$ cat config.mk
export PLATFORM = sky130hd
export DESIGN_NAME = uart_boot_sequencer
export DESIGN_NICKNAME = d
export VERILOG_FILES = /design/src/rtl/uart_boot_sequencer.sv
export SDC_FILE = /design/constraint.sdc
export NUM_CORES = 1
export LEC_CHECK = 0
export ABC_AREA = 1
export ABC_CLOCK_PERIOD_IN_PS = 5100
export BUFFER_PORTS_ARGS = -buffer_cell sky130_fd_sc_hd__clkbuf_2
export CAP_MARGIN = 20
export CORE_MARGIN = 2
export CORE_UTILIZATION = 46
export DETAILED_ROUTE_END_ITERATION = 6
export PLACE_DENSITY = 0.68
export SYNTH_ARGS = -nofsm -noshare
export SYNTH_HDL_FRONTEND = slang
export SYNTH_SLANG_ARGS = --single-unit
export TNS_END_PERCENT = 1
$ cat constraint.sdc
create_clock -name clk -period 5.1 [get_ports clk]
set_input_delay 0.51 -clock clk [delete_from_list [all_inputs] [get_ports clk]]
set_output_delay 0.51 -clock clk [all_outputs]
set_load 0.005 [all_outputs]
$ cat src/rtl/uart_boot_sequencer.sv
// uart_boot_sequencer: owns the UART after reset, loads the program image into
// instruction memory over the host boot protocol, then bridges the UART to the CPU.
//
// state      | meaning
// SEND_SYNC  | launch SYNC_BYTE to request the image
// RECV_SIZE  | collect the 4-byte little-endian program length
// RECV_PROG  | pack image bytes into words and write imem
// SEND_DONE  | launch DONE_BYTE and raise boot_done
// RUN        | UART bridged to the CPU
// ERR        | boot aborted, held until reset
module uart_boot_sequencer #(
  parameter int unsigned IMEM_ADDR_W    = 14,
  parameter int unsigned MAX_PROG_BYTES = 65536,
  parameter logic [7:0]  SYNC_BYTE      = 8'h99,
  parameter logic [7:0]  DONE_BYTE      = 8'hAA
) (
  input  logic                   clk,
  input  logic                   reset_n,
  input  logic [7:0]             rx_rdata,
  input  logic                   rx_rdata_ready,
  input  logic                   rx_ferr,
  output logic [7:0]             tx_sdata,
  output logic                   tx_start,
  input  logic                   tx_busy,
  output logic                   imem_we,
  output logic [IMEM_ADDR_W-1:0] imem_addr,
  output logic [31:0]            imem_wdata,
  output logic                   boot_done,
  output logic                   boot_err,
  input  logic                   cpu_tx_req,
  input  logic [7:0]             cpu_tx_data,
  output logic                   cpu_tx_ack,
  output logic                   cpu_rx_valid,
  output logic [7:0]             cpu_rx_data
);

  typedef enum logic [2:0] {
    S_SEND_SYNC,
    S_RECV_SIZE,
    S_RECV_PROG,
    S_SEND_DONE,
    S_RUN,
    S_ERR
  } state_t;

  localparam logic [31:0] MAX_LEN = 32'(MAX_PROG_BYTES);

  state_t                 state_q, state_d;
  logic [31:0]            cnt_q, cnt_d;
  logic [31:0]            len_q, len_d;
  logic [31:0]            word_q, word_d;
  logic                   tx_start_q, tx_start_d;
  logic [7:0]             tx_sdata_q, tx_sdata_d;
  logic                   imem_we_q, imem_we_d;
  logic [IMEM_ADDR_W-1:0] imem_addr_q, imem_addr_d;
  logic [31:0]            imem_wdata_q, imem_wdata_d;
  logic                   boot_done_q, boot_done_d;
  logic                   boot_err_q, boot_err_d;
  logic                   cpu_tx_ack_q, cpu_tx_ack_d;
  logic                   cpu_rx_valid_q, cpu_rx_valid_d;
  logic [7:0]             cpu_rx_data_q, cpu_rx_data_d;

  logic        rx_ok;
  logic        rx_bad;
  logic        can_launch;
  logic        last_byte;
  logic [1:0]  lane;
  logic [31:0] len_shift;
  logic [31:0] word_new;

  // tx_start_q blocks a back-to-back launch while tx_busy is still catching up
  always_comb begin
    rx_ok      = rx_rdata_ready & ~rx_ferr;
    rx_bad     = rx_rdata_ready & rx_ferr;
    can_launch = ~tx_busy & ~tx_start_q;
    lane       = cnt_q[1:0];
    len_shift  = {rx_rdata, len_q[31:8]};
    word_new   = ((lane == 2'd0) ? 32'h0 : word_q) | ({24'h0, rx_rdata} << {lane, 3'b000});
    last_byte  = (cnt_q == (len_q - 32'd1));
  end

  always_comb begin
    state_d        = state_q;
    cnt_d          = cnt_q;
    len_d          = len_q;
    word_d         = word_q;
    tx_start_d     = 1'b0;
    tx_sdata_d     = tx_sdata_q;
    imem_we_d      = 1'b0;
    imem_addr_d    = imem_addr_q;
    imem_wdata_d   = imem_wdata_q;
    boot_done_d    = boot_done_q;
    boot_err_d     = boot_err_q;
    cpu_tx_ack_d   = 1'b0;
    cpu_rx_valid_d = 1'b0;
    cpu_rx_data_d  = cpu_rx_data_q;

    unique case (state_q)
      S_SEND_SYNC: begin
        if (can_launch) begin
          tx_start_d = 1'b1;
          tx_sdata_d = SYNC_BYTE;
          cnt_d      = 32'd0;
          state_d    = S_RECV_SIZE;
        end
      end

      S_RECV_SIZE: begin
        if (rx_bad) begin
          state_d = S_ERR;
        end else if (rx_ok) begin
          len_d = len_shift;
          cnt_d = cnt_q + 32'd1;
          if (cnt_q == 32'd3) begin
            cnt_d = 32'd0;
            if (len_shift == 32'd0) begin
              state_d = S_SEND_DONE;
            end else if (len_shift > MAX_LEN) begin
              state_d = S_ERR;
            end else begin
              state_d = S_RECV_PROG;
            end
          end
        end
      end

      S_RECV_PROG: begin
        if (rx_bad) begin
          state_d = S_ERR;
        end else if (rx_ok) begin
          word_d = word_new;
          cnt_d  = cnt_q + 32'd1;
          // the completed word is registered directly, so a strobe on the
          // write cycle starts a fresh word from lane 0
          if ((lane == 2'd3) || last_byte) begin
            imem_we_d    = 1'b1;
            imem_addr_d  = cnt_q[IMEM_ADDR_W+1:2];
            imem_wdata_d = word_new;
          end
          if (last_byte) begin
            state_d = S_SEND_DONE;
          end
        end
      end

      S_SEND_DONE: begin
        if (can_launch) begin
          tx_start_d  = 1'b1;
          tx_sdata_d  = DONE_BYTE;
          boot_done_d = 1'b1;
          state_d     = S_RUN;
        end
      end

      S_RUN: begin
        if (rx_ok) begin
          cpu_rx_valid_d = 1'b1;
          cpu_rx_data_d  = rx_rdata;
        end
        if (cpu_tx_req && can_launch) begin
          tx_start_d   = 1'b1;
          tx_sdata_d   = cpu_tx_data;
          cpu_tx_ack_d = 1'b1;
        end
      end

      S_ERR: begin
        boot_err_d = 1'b1;
      end

      default: begin
        state_d = S_ERR;
      end
    endcase

    if (state_d == S_ERR) begin
      boot_err_d = 1'b1;
    end
  end

  always_ff @(posedge clk or negedge reset_n) begin
    if (!reset_n) begin
      state_q        <= S_SEND_SYNC;
      cnt_q          <= 32'd0;
      len_q          <= 32'd0;
      word_q         <= 32'd0;
      tx_start_q     <= 1'b0;
      tx_sdata_q     <= 8'h00;
      imem_we_q      <= 1'b0;
      imem_addr_q    <= '0;
      imem_wdata_q   <= 32'd0;
      boot_done_q    <= 1'b0;
      boot_err_q     <= 1'b0;
      cpu_tx_ack_q   <= 1'b0;
      cpu_rx_valid_q <= 1'b0;
      cpu_rx_data_q  <= 8'h00;
    end else begin
      state_q        <= state_d;
      cnt_q          <= cnt_d;
      len_q          <= len_d;
      word_q         <= word_d;
      tx_start_q     <= tx_start_d;
      tx_sdata_q     <= tx_sdata_d;
      imem_we_q      <= imem_we_d;
      imem_addr_q    <= imem_addr_d;
      imem_wdata_q   <= imem_wdata_d;
      boot_done_q    <= boot_done_d;
      boot_err_q     <= boot_err_d;
      cpu_tx_ack_q   <= cpu_tx_ack_d;
      cpu_rx_valid_q <= cpu_rx_valid_d;
      cpu_rx_data_q  <= cpu_rx_data_d;
    end
  end

  assign tx_sdata     = tx_sdata_q;
  assign tx_start     = tx_start_q;
  assign imem_we      = imem_we_q;
  assign imem_addr    = imem_addr_q;
  assign imem_wdata   = imem_wdata_q;
  assign boot_done    = boot_done_q;
  assign boot_err     = boot_err_q;
  assign cpu_tx_ack   = cpu_tx_ack_q;
  assign cpu_rx_valid = cpu_rx_valid_q;
  assign cpu_rx_data  = cpu_rx_data_q;

endmodule
==> key figures, run 1 <==
Status
  – Status: complete, no violations

Clocking
  – Clock Sinks: 167
  – Root buf cell: clkbuf_16
  – Hold Buf Count CTS: 0
  – Resized Gates After CTS: 0
  – Post-CTS Setup Repair Bufs: 0
  – Worst-Skew Late Latency: between 400 and 500 ps
  – CTS Buf Count: 17
  – Clk pin slew, worst setup/hold paths: 70 ps
  – CTS tree: yes
  – H-tree levels: 4
  – Max Root-Sink Buffers: 2

Timing
  – TNS Setup: 0 ps
  – Slew @ Worst Pin: 732 ps
  – Worst slew margin: 51.2%
  – Crit path time final: around 3400 ps
  – Unrepaired setup endpoints after global routing: no
  – Final slew viol count: 0
  – Max frequency: 292 MHz
  – Final Hold Viols: 0
  – Tcrit/Tclk final: roughly 67%
  – Setup violations, final: 0
  – Worst Skew: approximately 13 ps

Cells and area
  – Ant. Diodes: 0
  – Share of cells above drive strength 1: 11.7%
  – P&R area growth vs syn: 14.4%
  – Sequential cell area: between 0.004 and 0.005 mm²
  – Final core utilization: between 50% and 60%
  – Fill cells: around 1,800
  – Layout Nets: roughly 1,300
  – Area of the multi-input gates: approximately 0.004 mm²

Setup path
  – Top cell by count, worst path: nand2_1
  – Crit path DAT: 3790 ps
  – Req. time, crit path: ~5500 ps
  – CP startpoint kind: flip-flop
  – WP buf/inv: 2
  – CP Max Fanout: 47
  – Crit-path cells: clkinv_1 -> nand2_1 -> nand2_1 -> nor2_1 -> nand3_1 -> nor2_1 -> nand2_1 -> nor2_1 -> nand2_1 -> nor2_1 -> nand2_1 -> nor2_1 -> nand3_2 -> nand2_1 -> buf_4 -> nand2_1 -> nand2_1
  – CP Capture Type: flip-flop
  – Delay-heaviest family, CP: simple AND/OR/NAND/NOR gates
  – Crit-path slowest cell: dfrtp_1
  – Critical Path Max Stage Delay: ~800 ps
  – CP Class: flip-flop to flip-flop

Logic synthesis
  – Number of flops mapped to enable cells by yosys: 0
  – Cell count after synthesis: 1,217
  – Synth Cell Area: about 0.0089 mm²
  – Net Count, Synth: around 1,200
  – Largest cells by area after synthesis: dfrtp_1 47%, nand2_1 16%, nor2_1 5.7%, inv_1 5.6%, o21ai_0 5.2%
  – #FFs+latches synth: roughly 170
  – Register area share after synthesis: a little under half
  – Most used flip-flop cell after synthesis: dfrtp_1
  – Most common cell in the synthesized netlist: nand2_1
  – Number of distinct library cells after synthesis: 39
  – Post-Syn Area per Cell: between 7 and 8 µm²
  – Top-area cell type share of the netlist area: 47.0%
  – Dominant cell type by area after synthesis: dfrtp_1
  – Post-synth top cells: 385 x nand2_1, 167 x dfrtp_1, 134 x nor2_1
  – Synth Warn #: 0
  – Ys async rst share: 100%

Placement
  – # port buffers: 89
  – Dpl hpwl: 17.4 mm
  – GPL Wtd Cong: 0.928

Power and ir drop
  – Leak Pwr: between 5 and 6 nW
  – VDD IR-drop max: ~0.24 mV
  – Cell area power density: ~480 mW/mm²

Route
  – Drt via density: 5.24
  – First drt pass iteration count: 5
  – Met1 WL: between 10 and 15 mm
  – DRT iter0 DRCs: 610
  – Top layer in use: met4
  – Post-route ant nets: 0
  – Via count: slightly above 8,000
  – Met2 routed WL: 11.3 mm
  – Met3 wire length: approximately 1.3 mm
  – Final WL: roughly 24 mm
  – Post-DR wirelength/cell: 15.6 µm
  – Residual DRC: 0

Floorplanning
  – Die width: ~140 µm
  – Initial Utilization: between 40% and 50%
  – Die Ht: approximately 140 µm
  – I/O pins: 90
  – Core box area: roughly 0.019 mm²
  – Die area: roughly 0.020 mm²
  – Site row count: 50

Worst hold path
  – Hold crit path type: primary input to async pin

Job
  – MaxCap Viol Count: 0

Global routing
  – Initial antenna violation count: 0
  – Pin count of the biggest net entering global routing: 79
  – Congestion Overflow GR: 0
  – First-pass GRT wire length: between 40 and 50 mm
  – Overall Global Routing Usage: around 25%
  – Vias in the first global route: ~7,900
[final timing paths]
check | slack (ps) | endpoint | cells past startpoint | startpoint
setup / recovery | 1670 | imem_wdata[4] | 17 | cnt_q[1]
hold / removal | 120 | len_q[9] | 1 | reset_n
setup reg to reg | 1670 | imem_wdata[4] | 17 | cnt_q[1]
hold reg to reg | 480 | boot_done | 1 | boot_done
max in group asynchronous | 3910 | len_q[26] | 2 | reset_n
min in group clk | 310 | tx_sdata[3] | 2 | cpu_tx_data[3]
[logic make-up (layout without fill, tap and decap cells)]
| logic type | count (synthesis) | count (layout) | synth area share [%] |
|---|---|---|---|
| and+or+nand+nor | 677 | 677 | 31.7 |
| buffers and inverters | 180 | 268 | 8.11 |
| xor gates and xnor gates | 28 | 28 | 2.76 |
| adders and majority gates | 3 | 3 | 0.422 |
| AOI/OAI and AO/OA | 162 | 162 | 10.1 |
| DFF | 167 | 167 | 47.0 |
[metal layers]
layer,up-vias,track usage (%)
met1,3847,35.2
met3,34,4.63
met2,271,39.5
li1,4056,-
met4,0,7.82
met5,-,0
[placed cells by master, fill, tap and decap left out, types with 12 or more instances in the layout]
cell         n
o21ai_0     92
clkbuf_16   17
nand2_1    385
dfrtp_1    167
inv_1      133
o22ai_1     34
a21oi_1     21
nor3_1      22
nor2_1     132
nand3_1     90
nand4_1     12
clkbuf_2    88
xor2_1      21
[sequential cells by signal (all words and copies together) (netlist names), 3 cells and up]
signal,flops
cnt_q,32
state_q,3
len_q,32
word_q,32
cpu_rx_data,8
tx_sdata,8
imem_addr,14
imem_wdata,32
[area by class of cell]
class                   count  area share (%)
clock buffers              18            4.31
clock inverters            14            1.63
inverters                 137            5.05
multi-input cells         870            39.4
flip-flops and latches    167            41.0
well taps                 260            3.19
repair buffers             99            5.37
[where the power goes]
| group | total (mW) | internal (mW) | switching [mW] |
|---|---|---|---|
| sequential | 1.93 | 1.57 | 0.358 |
| clock | 1.32 | 0.748 | 0.577 |
| combinational | 1.62 | 0.574 | 1.05 |
| total | 4.88 | 2.90 | 1.98 |
[through the flow]
stage	worst slack, ps	instance area, µm²	cells	hold WS, ps	total power, mW
final	1670	10200	1565	119	4.88
after global routing	1270	10200	1565	159	5.23
after CTS	1690	10100	1563	142	4.86
after detailed placement	1700	9540	1531	463	3.52
after global placement	1810	9540	1531	452	3.50
after floorplan	2870	8900	1217	214	2.99
No activity file was read; power rests on OpenSTA's default activity.
==> run 2, diff against run 1 <==
--- a/config.mk
+++ b/config.mk
@@ -5,14 +5,14 @@
 export SDC_FILE = /design/constraint.sdc
 export NUM_CORES = 1
 export LEC_CHECK = 0
-export ABC_AREA = 1
-export ABC_CLOCK_PERIOD_IN_PS = 5100
+export ABC_AREA = 0
+export ABC_CLOCK_PERIOD_IN_PS = 2930
 export BUFFER_PORTS_ARGS = -buffer_cell sky130_fd_sc_hd__clkbuf_2
 export CAP_MARGIN = 20
 export CORE_MARGIN = 2
 export CORE_UTILIZATION = 46
 export DETAILED_ROUTE_END_ITERATION = 6
-export PLACE_DENSITY = 0.68
+export PLACE_DENSITY = 0.7
 export SYNTH_ARGS = -nofsm -noshare
 export SYNTH_HDL_FRONTEND = slang
 export SYNTH_SLANG_ARGS = --single-unit
==> constraint.sdc (replaced) <==
create_clock -name clk -period 2.93 [get_ports clk]
set_input_delay 0.293 -clock clk [delete_from_list [all_inputs] [get_ports clk]]
set_output_delay 0.293 -clock clk [all_outputs]
set_load 0.005 [all_outputs]
==> run 2 against run 1 <==
Effect of this change: the run now ends with setup timing left; largest cell class unchanged; cell area up 5.0%; largest power group unchanged; total power up 53%; sequential share of layout area down 1.9 points.
==> key figures, run 2 <==
Status
  – Status: complete, but fails checks
  – Failing checks: setup timing

Logic synthesis
  – Register area share after synthesis: between 40% and 50%
  – Post-Syn Area per Cell: between 10 and 15 µm²
  – Top-area cell type share of the netlist area: approximately half
  – Synth Cell Area: about 0.0086 mm²
  – Dominant cell type by area after synthesis: dfrtp_1
  – Most used flip-flop cell after synthesis: dfrtp_1
  – Ys async rst share: 100%
  – Cell count after synthesis: 848
  – Number of distinct library cells after synthesis: a little over 60
  – Number of flops mapped to enable cells by yosys: 0
  – Most common cell in the synthesized netlist: dfrtp_1
  – #FFs+latches synth: ~170
  – Post-synth top cells: 167 x dfrtp_1, 91 x nand2_1, 64 x o21ai_0
  – Synth Warn #: 0
  – Largest cells by area after synthesis: dfrtp_1 48%, mux2_2 6.0%, mux2_4 5.2%, nand2_1 4.0%, xnor2_1 3.9%
  – Net Count, Synth: about 870

Clocking
  – Root buf cell: clkbuf_16
  – H-tree levels: 4
  – CTS tree: yes
  – Clock Sinks: between 150 and 200
  – CTS Buf Count: 17
  – Worst-Skew Late Latency: 440 ps
  – Max Root-Sink Buffers: 2
  – Clk pin slew, worst setup/hold paths: around 70 ps

Cells and area
  – Final non-filler cell total: roughly 1,300
  – Commonest non-fill, non-tap cells in the layout: 167 x dfrtp_1, 98 x buf_4, 91 x nand2_1
  – Ant. Diodes: 0
  – Most common cell after layout, fill and taps aside: dfrtp_1
  – P&R area growth vs syn: 23.8%
  – Layout Nets: between 1,000 and 1,500
  – Share of cells above drive strength 1: roughly a third

Global routing
  – Overall Global Routing Usage: between 20% and 30%
  – Vias in the first global route: 6,899
  – Pin count of the biggest net entering global routing: 76
  – Congestion Overflow GR: 0
  – First-pass GRT wire length: about 37 mm
  – Initial antenna violation count: 0

Floorplanning
  – I/O pins: 90
  – Site row count: 50
  – Die width: roughly 140 µm
  – Initial Utilization: a little under half
  – Core box area: 0.0186 mm²
  – Die area: just under 0.02 mm²
  – Die Ht: about 140 µm

Setup path
  – CP Class: flip-flop to flip-flop
  – CP Max Fanout: 17
  – Crit path DAT: 3760 ps
  – Req. time, crit path: around 3300 ps
  – CP startpoint kind: flip-flop
  – CP Capture Type: flip-flop

Route
  – First drt pass iteration count: 7
  – Post-DR wirelength/cell: roughly 18 µm
  – Final WL: 22.6 mm
  – Met2 routed WL: approximately 10 mm
  – Met1 WL: 10.5 mm
  – Residual DRC: 0
  – Post-route ant nets: 0
  – Drt via density: ~5.6
  – Top layer in use: met4
  – Via count: between 7,000 and 8,000
  – DRT iter0 DRCs: around 520
  – Met3 wire length: 1.34 mm

Power and ir drop
  – VDD IR-drop max: 0.464 mV
  – Leak Pwr: 5.25 nW
  – Cell area power density: around 700 mW/mm²
  – Total power draw: ~7.5 mW

Placement
  – Dpl hpwl: 16.0 mm
  – Pre-CTS WS: -581 ps
  – # placed instances: ~1,200
  – GPL Wtd Cong: slightly above 0.9
  – # port buffers: 89

Timing
  – Hold_ws: 89.3 ps
  – Slew @ Worst Pin: roughly 900 ps
  – Final WS setup: -505 ps
  – Max frequency: roughly 290 MHz
  – Tcrit/Tclk final: 117%
  – Crit path time final: around 3400 ps
  – Setup violations, final: 48
  – Final Hold Viols: 0
  – Worst Skew: 13.5 ps
  – Worst slew margin: a little under two fifths
  – Final slew viol count: 0
  – Unrepaired setup endpoints after global routing: yes

Worst hold path
  – Hold crit path type: primary input to flip-flop

Job
  – MaxCap Viol Count: 0
run 2: path summary, 6_finish.rpt:
path                                 from        endpoint  slack [ps]  depth (start not counted)
max                              len_q[9]  imem_wdata[27]        -510                         11
min in group asynchronous         reset_n    imem_addr[5]         460                          2
min reg2reg                     boot_done       boot_done         480                          1
max reg2reg                      len_q[9]  imem_wdata[27]        -510                         11
max in group asynchronous         reset_n     tx_sdata[5]        1620                          3
min                        cpu_tx_data[7]     tx_sdata[7]          90                          2
run 2: area by class of cell:
| cell class | instances | area (µm²) |
|---|---|---|
| Multi-Input combinational cell | 578 | 4080 |
| Clock inverter | 13 | 179 |
| Inverter | 49 | 184 |
| Tap cell | 234 | 293 |
| Clock buffer | 19 | 453 |
| Sequential cell | 167 | 4180 |
| Fill cell | 1595 | 7890 |
| Timing Repair Buffer | 194 | 1320 |
run 2: cells by family (layout without fill, tap and decap cells):
group	after synthesis	in the layout	synth area share, %
AND/OR/NAND/NOR	285	285	16.7
multiplexers	77	77	11.3
adder cells (fa/ha/maj)	3	3	0.435
buffers and inverters	103	275	5.29
flip-flops	167	167	48.4
AO/OA/AOI/OAI	153	153	11.8
XOR/XNOR	60	60	6.09
run 2: report_power, final:
| group | total, mW | switching [mW] | internal, mW |
|---|---|---|---|
| clock | 2.42 | 1.01 | 1.42 |
| combinational | 2.23 | 1.20 | 1.03 |
| sequential | 2.82 | 0.248 | 2.57 |
| total | 7.47 | 2.45 | 5.02 |
run 2: per-stage QoR:
step                TNS (ps)  utilization [%]  area, µm²
detailed placement    -25710             53.4       9930
CTS                   -21240             57.3      10700
global route          -26140             57.5      10700
floorplan             -25960                -       8650
finish                -22470             57.5      10700
global placement      -21900             53.4       9930
run 2: what timing repair did:
action,in CTS,in global routing
hold buffers,1,0
hold endpoints to repair,72,0
resized for setup,8,7
gates cloned,1,0
buffers inserted,1,1
setup endpoints to repair,49,78
pin swaps,2,3
run 2: critical path, stage by stage (launching register included):
cell,delay [ps]
dfrtp_1,380
or4_4,540
or4_4,460
or4_4,450
buf_4,160
mux2i_1,130
o21ai_2,170
o41ai_2,120
a32oi_4,230
buf_12,160
buf_12,150
mux2_2,350
run 2: metal layers:
metal	global-route usage, %	vias up
met2	36.3	219
met3	4.99	24
met1	33.8	3503
met5	0	-
met4	6.79	0
li1	-	3289
==> run 3, diff against run 2 <==
--- a/config.mk
+++ b/config.mk
@@ -6,7 +6,7 @@
 export NUM_CORES = 1
 export LEC_CHECK = 0
 export ABC_AREA = 0
-export ABC_CLOCK_PERIOD_IN_PS = 2930
+export ABC_CLOCK_PERIOD_IN_PS = 2800
 export BUFFER_PORTS_ARGS = -buffer_cell sky130_fd_sc_hd__clkbuf_2
 export CAP_MARGIN = 20
 export CORE_MARGIN = 2
==> constraint.sdc (replaced) <==
create_clock -name clk -period 2.8 [get_ports clk]
set_input_delay 0.28 -clock clk [delete_from_list [all_inputs] [get_ports clk]]
set_output_delay 0.28 -clock clk [all_outputs]
set_load 0.005 [all_outputs]
==> run 3 against run 2 <==
Effect of this change: the flow still finishes with violations (setup timing); wire length decreased by 0.45%; clock-buffer cell count shrank 2; cell area increased by 0.66%; clock skew increased by 1.3 ps; sequential share of layout area down 0.25 points; core utilization is 0.38 points higher; clock power is 2% lower; critical path type unchanged.
==> key figures, run 3 (synthesized netlist as in run 2, its figures left out) <==
Cells and area
  – Final non-filler cell total: 1,267
  – Fill cells: ~1,600
  – Commonest non-fill, non-tap cells in the layout: 167 x dfrtp_1, 110 x buf_4, 91 x nand2_1
  – Area of the multi-input gates: 0.00409 mm²
  – Share of cells above drive strength 1: between 30% and 40%
  – Most common cell after layout, fill and taps aside: dfrtp_1
  – Layout Nets: around 1,000
  – Sequential cell area: about 0.0042 mm²
  – Ant. Diodes: 0
  – P&R area growth vs syn: 24.7%
  – Post-route cell area: 0.0108 mm²

Route
  – First drt pass iteration count: 5
  – DRT iter0 DRCs: about 480
  – Post-route ant nets: 0
  – Drt via density: ~5.5
  – Post-DR wirelength/cell: between 15 and 20 µm
  – Via count: 6,993
  – Residual DRC: 0
  – Final WL: 22.5 mm

Clocking
  – Worst-Skew Late Latency: 440 ps
  – CTS tree: yes
  – Clock Sinks: around 170
  – CTS Buf Count: 17
  – H-tree levels: 4
  – Root buf cell: clkbuf_16
  – Clk pin slew, worst setup/hold paths: roughly 70 ps
  – Max Root-Sink Buffers: 2

Floorplanning
  – Die area: 0.0199 mm²
  – Die width: ~140 µm
  – Site row count: 50
  – Core box area: around 0.019 mm²
  – Initial Utilization: 46.5%
  – I/O pins: 90
  – Die Ht: ~140 µm

Timing
  – Crit path time final: between 3000 and 4000 ps
  – Slew @ Worst Pin: roughly 660 ps
  – Worst Skew: 14.8 ps
  – Final WS setup: -622 ps
  – Unrepaired setup endpoints after global routing: yes
  – Tcrit/Tclk final: 122%
  – Final slew viol count: 0
  – Worst slew margin: around 56%
  – Setup violations, final: just under 50
  – Final Hold Viols: 0
  – Max frequency: slightly below 300 MHz

Placement
  – Post-DP Area: approximately 0.010 mm²
  – # port buffers: 89
  – # placed instances: about 1,200
  – GPL Wtd Cong: about 0.92
  – Dpl hpwl: between 15 and 20 mm
  – Pre-CTS WS: -689 ps

Worst hold path
  – Hold crit path type: primary input to flip-flop

Power and ir drop
  – Leak Pwr: between 5 and 6 nW
  – P_sw: approximately 2.7 mW
  – Switching Share: between 30% and 40%
  – Int Power: ~5 mW
  – Combinational power share: roughly 31%
  – VDD IR-drop max: around 0.5 mV
  – Sequential share of power: between 30% and 40%
  – Total power draw: between 7 and 8 mW
  – Clk pwr share: a little under a third
  – Cell area power density: between 700 and 800 mW/mm²

Setup path
  – Crit-path cells: or4_4 -> or4_4 -> or4_4 -> buf_4 -> mux2i_1 -> o21ai_2 -> o41ai_2 -> a32oi_4 -> buf_6 -> buf_16 -> mux2_4
  – CP startpoint kind: flip-flop
  – Crit path DAT: 3750 ps
  – CP Capture Type: flip-flop
  – CP Class: flip-flop to flip-flop
  – Critical Path Max Stage Delay: between 500 and 600 ps
  – Top cell by count, worst path: or4_4
  – Crit-path slowest cell: or4_4
  – CP Max Fanout: 17
  – Req. time, crit path: ~3100 ps

Global routing
  – Overall Global Routing Usage: 23.4%
  – Initial antenna violation count: 0
  – Congestion Overflow GR: 0
  – First-pass GRT wire length: ~36 mm
  – Vias in the first global route: about 6,600
  – Pin count of the biggest net entering global routing: between 70 and 80

Status
  – Status: complete, but fails checks
  – Failing checks: setup timing

Job
  – MaxCap Viol Count: 0
## run 3: worst max-delay path, delay by kind of cell (launching register included)
family,cells,cell delay (ps)
DFF,1,380
AOI/OAI and AO/OA,3,540
muxes,2,440
buffers and inverters,3,500
and+or+nand+nor,3,1440
## run 3: metrics by stage
stage	hold slack, ps	TNS [ps]	utilization, %
CTS	63.2	-29790	57.6
global placement	324	-29370	53.9
global route	65.8	-32760	57.9
floorplan	-15.6	-32140	-
finish	79.0	-28750	57.9
detailed placement	329	-30750	53.9
## run 3: layout make-up
cell class,instances,area share [%]
clock inverter,15,1.65
clock buffer,17,3.95
timing repair buffer,207,13.1
multi-input combinational,578,38.0
sequential,167,38.8
tap,234,2.72
inverter,49,1.71
## run 3: final timing paths
kind,start,endpoint,slack [ps],cells after the start
max,len_q[9],imem_wdata[5],-620,11
max reg2reg,len_q[9],imem_wdata[5],-620,11
max in group asynchronous,reset_n,len_q[21],1630,3
min in group asynchronous,reset_n,imem_addr[11],400,2
min reg2reg,boot_done,boot_done,460,1
min,cpu_tx_data[2],tx_sdata[2],80,2
## run 3: timing repair
item,in CTS,in global routing
setup buffers,1,3
cloned,1,0
gates resized for setup,13,5
hold buffers,1,0
setup endpoints to repair,49,72
pin swaps,2,3
endpoints found under the hold margin,64,0
## run 3: metal layers
layer	vias to the layer above	share of wire, %	track usage [%]
met4	0	1.7	7.42
met1	3458	46	33.4
li1	3320	-	-
met3	31	4.9	4.55
met2	184	47	36.3
met5	-	0	0
## run 3: power by group through the flow
stage          clock [mW]  sequential (mW)  combinational [mW]
6_report             2.37             2.95                2.33
5_1_grt              2.52             2.99                2.56
4_1_cts              2.41             2.95                2.30
3_5_place_dp            0             2.99                2.25
3_3_place_gp            0             2.98                2.22
2_1_floorplan           0             2.94                1.35
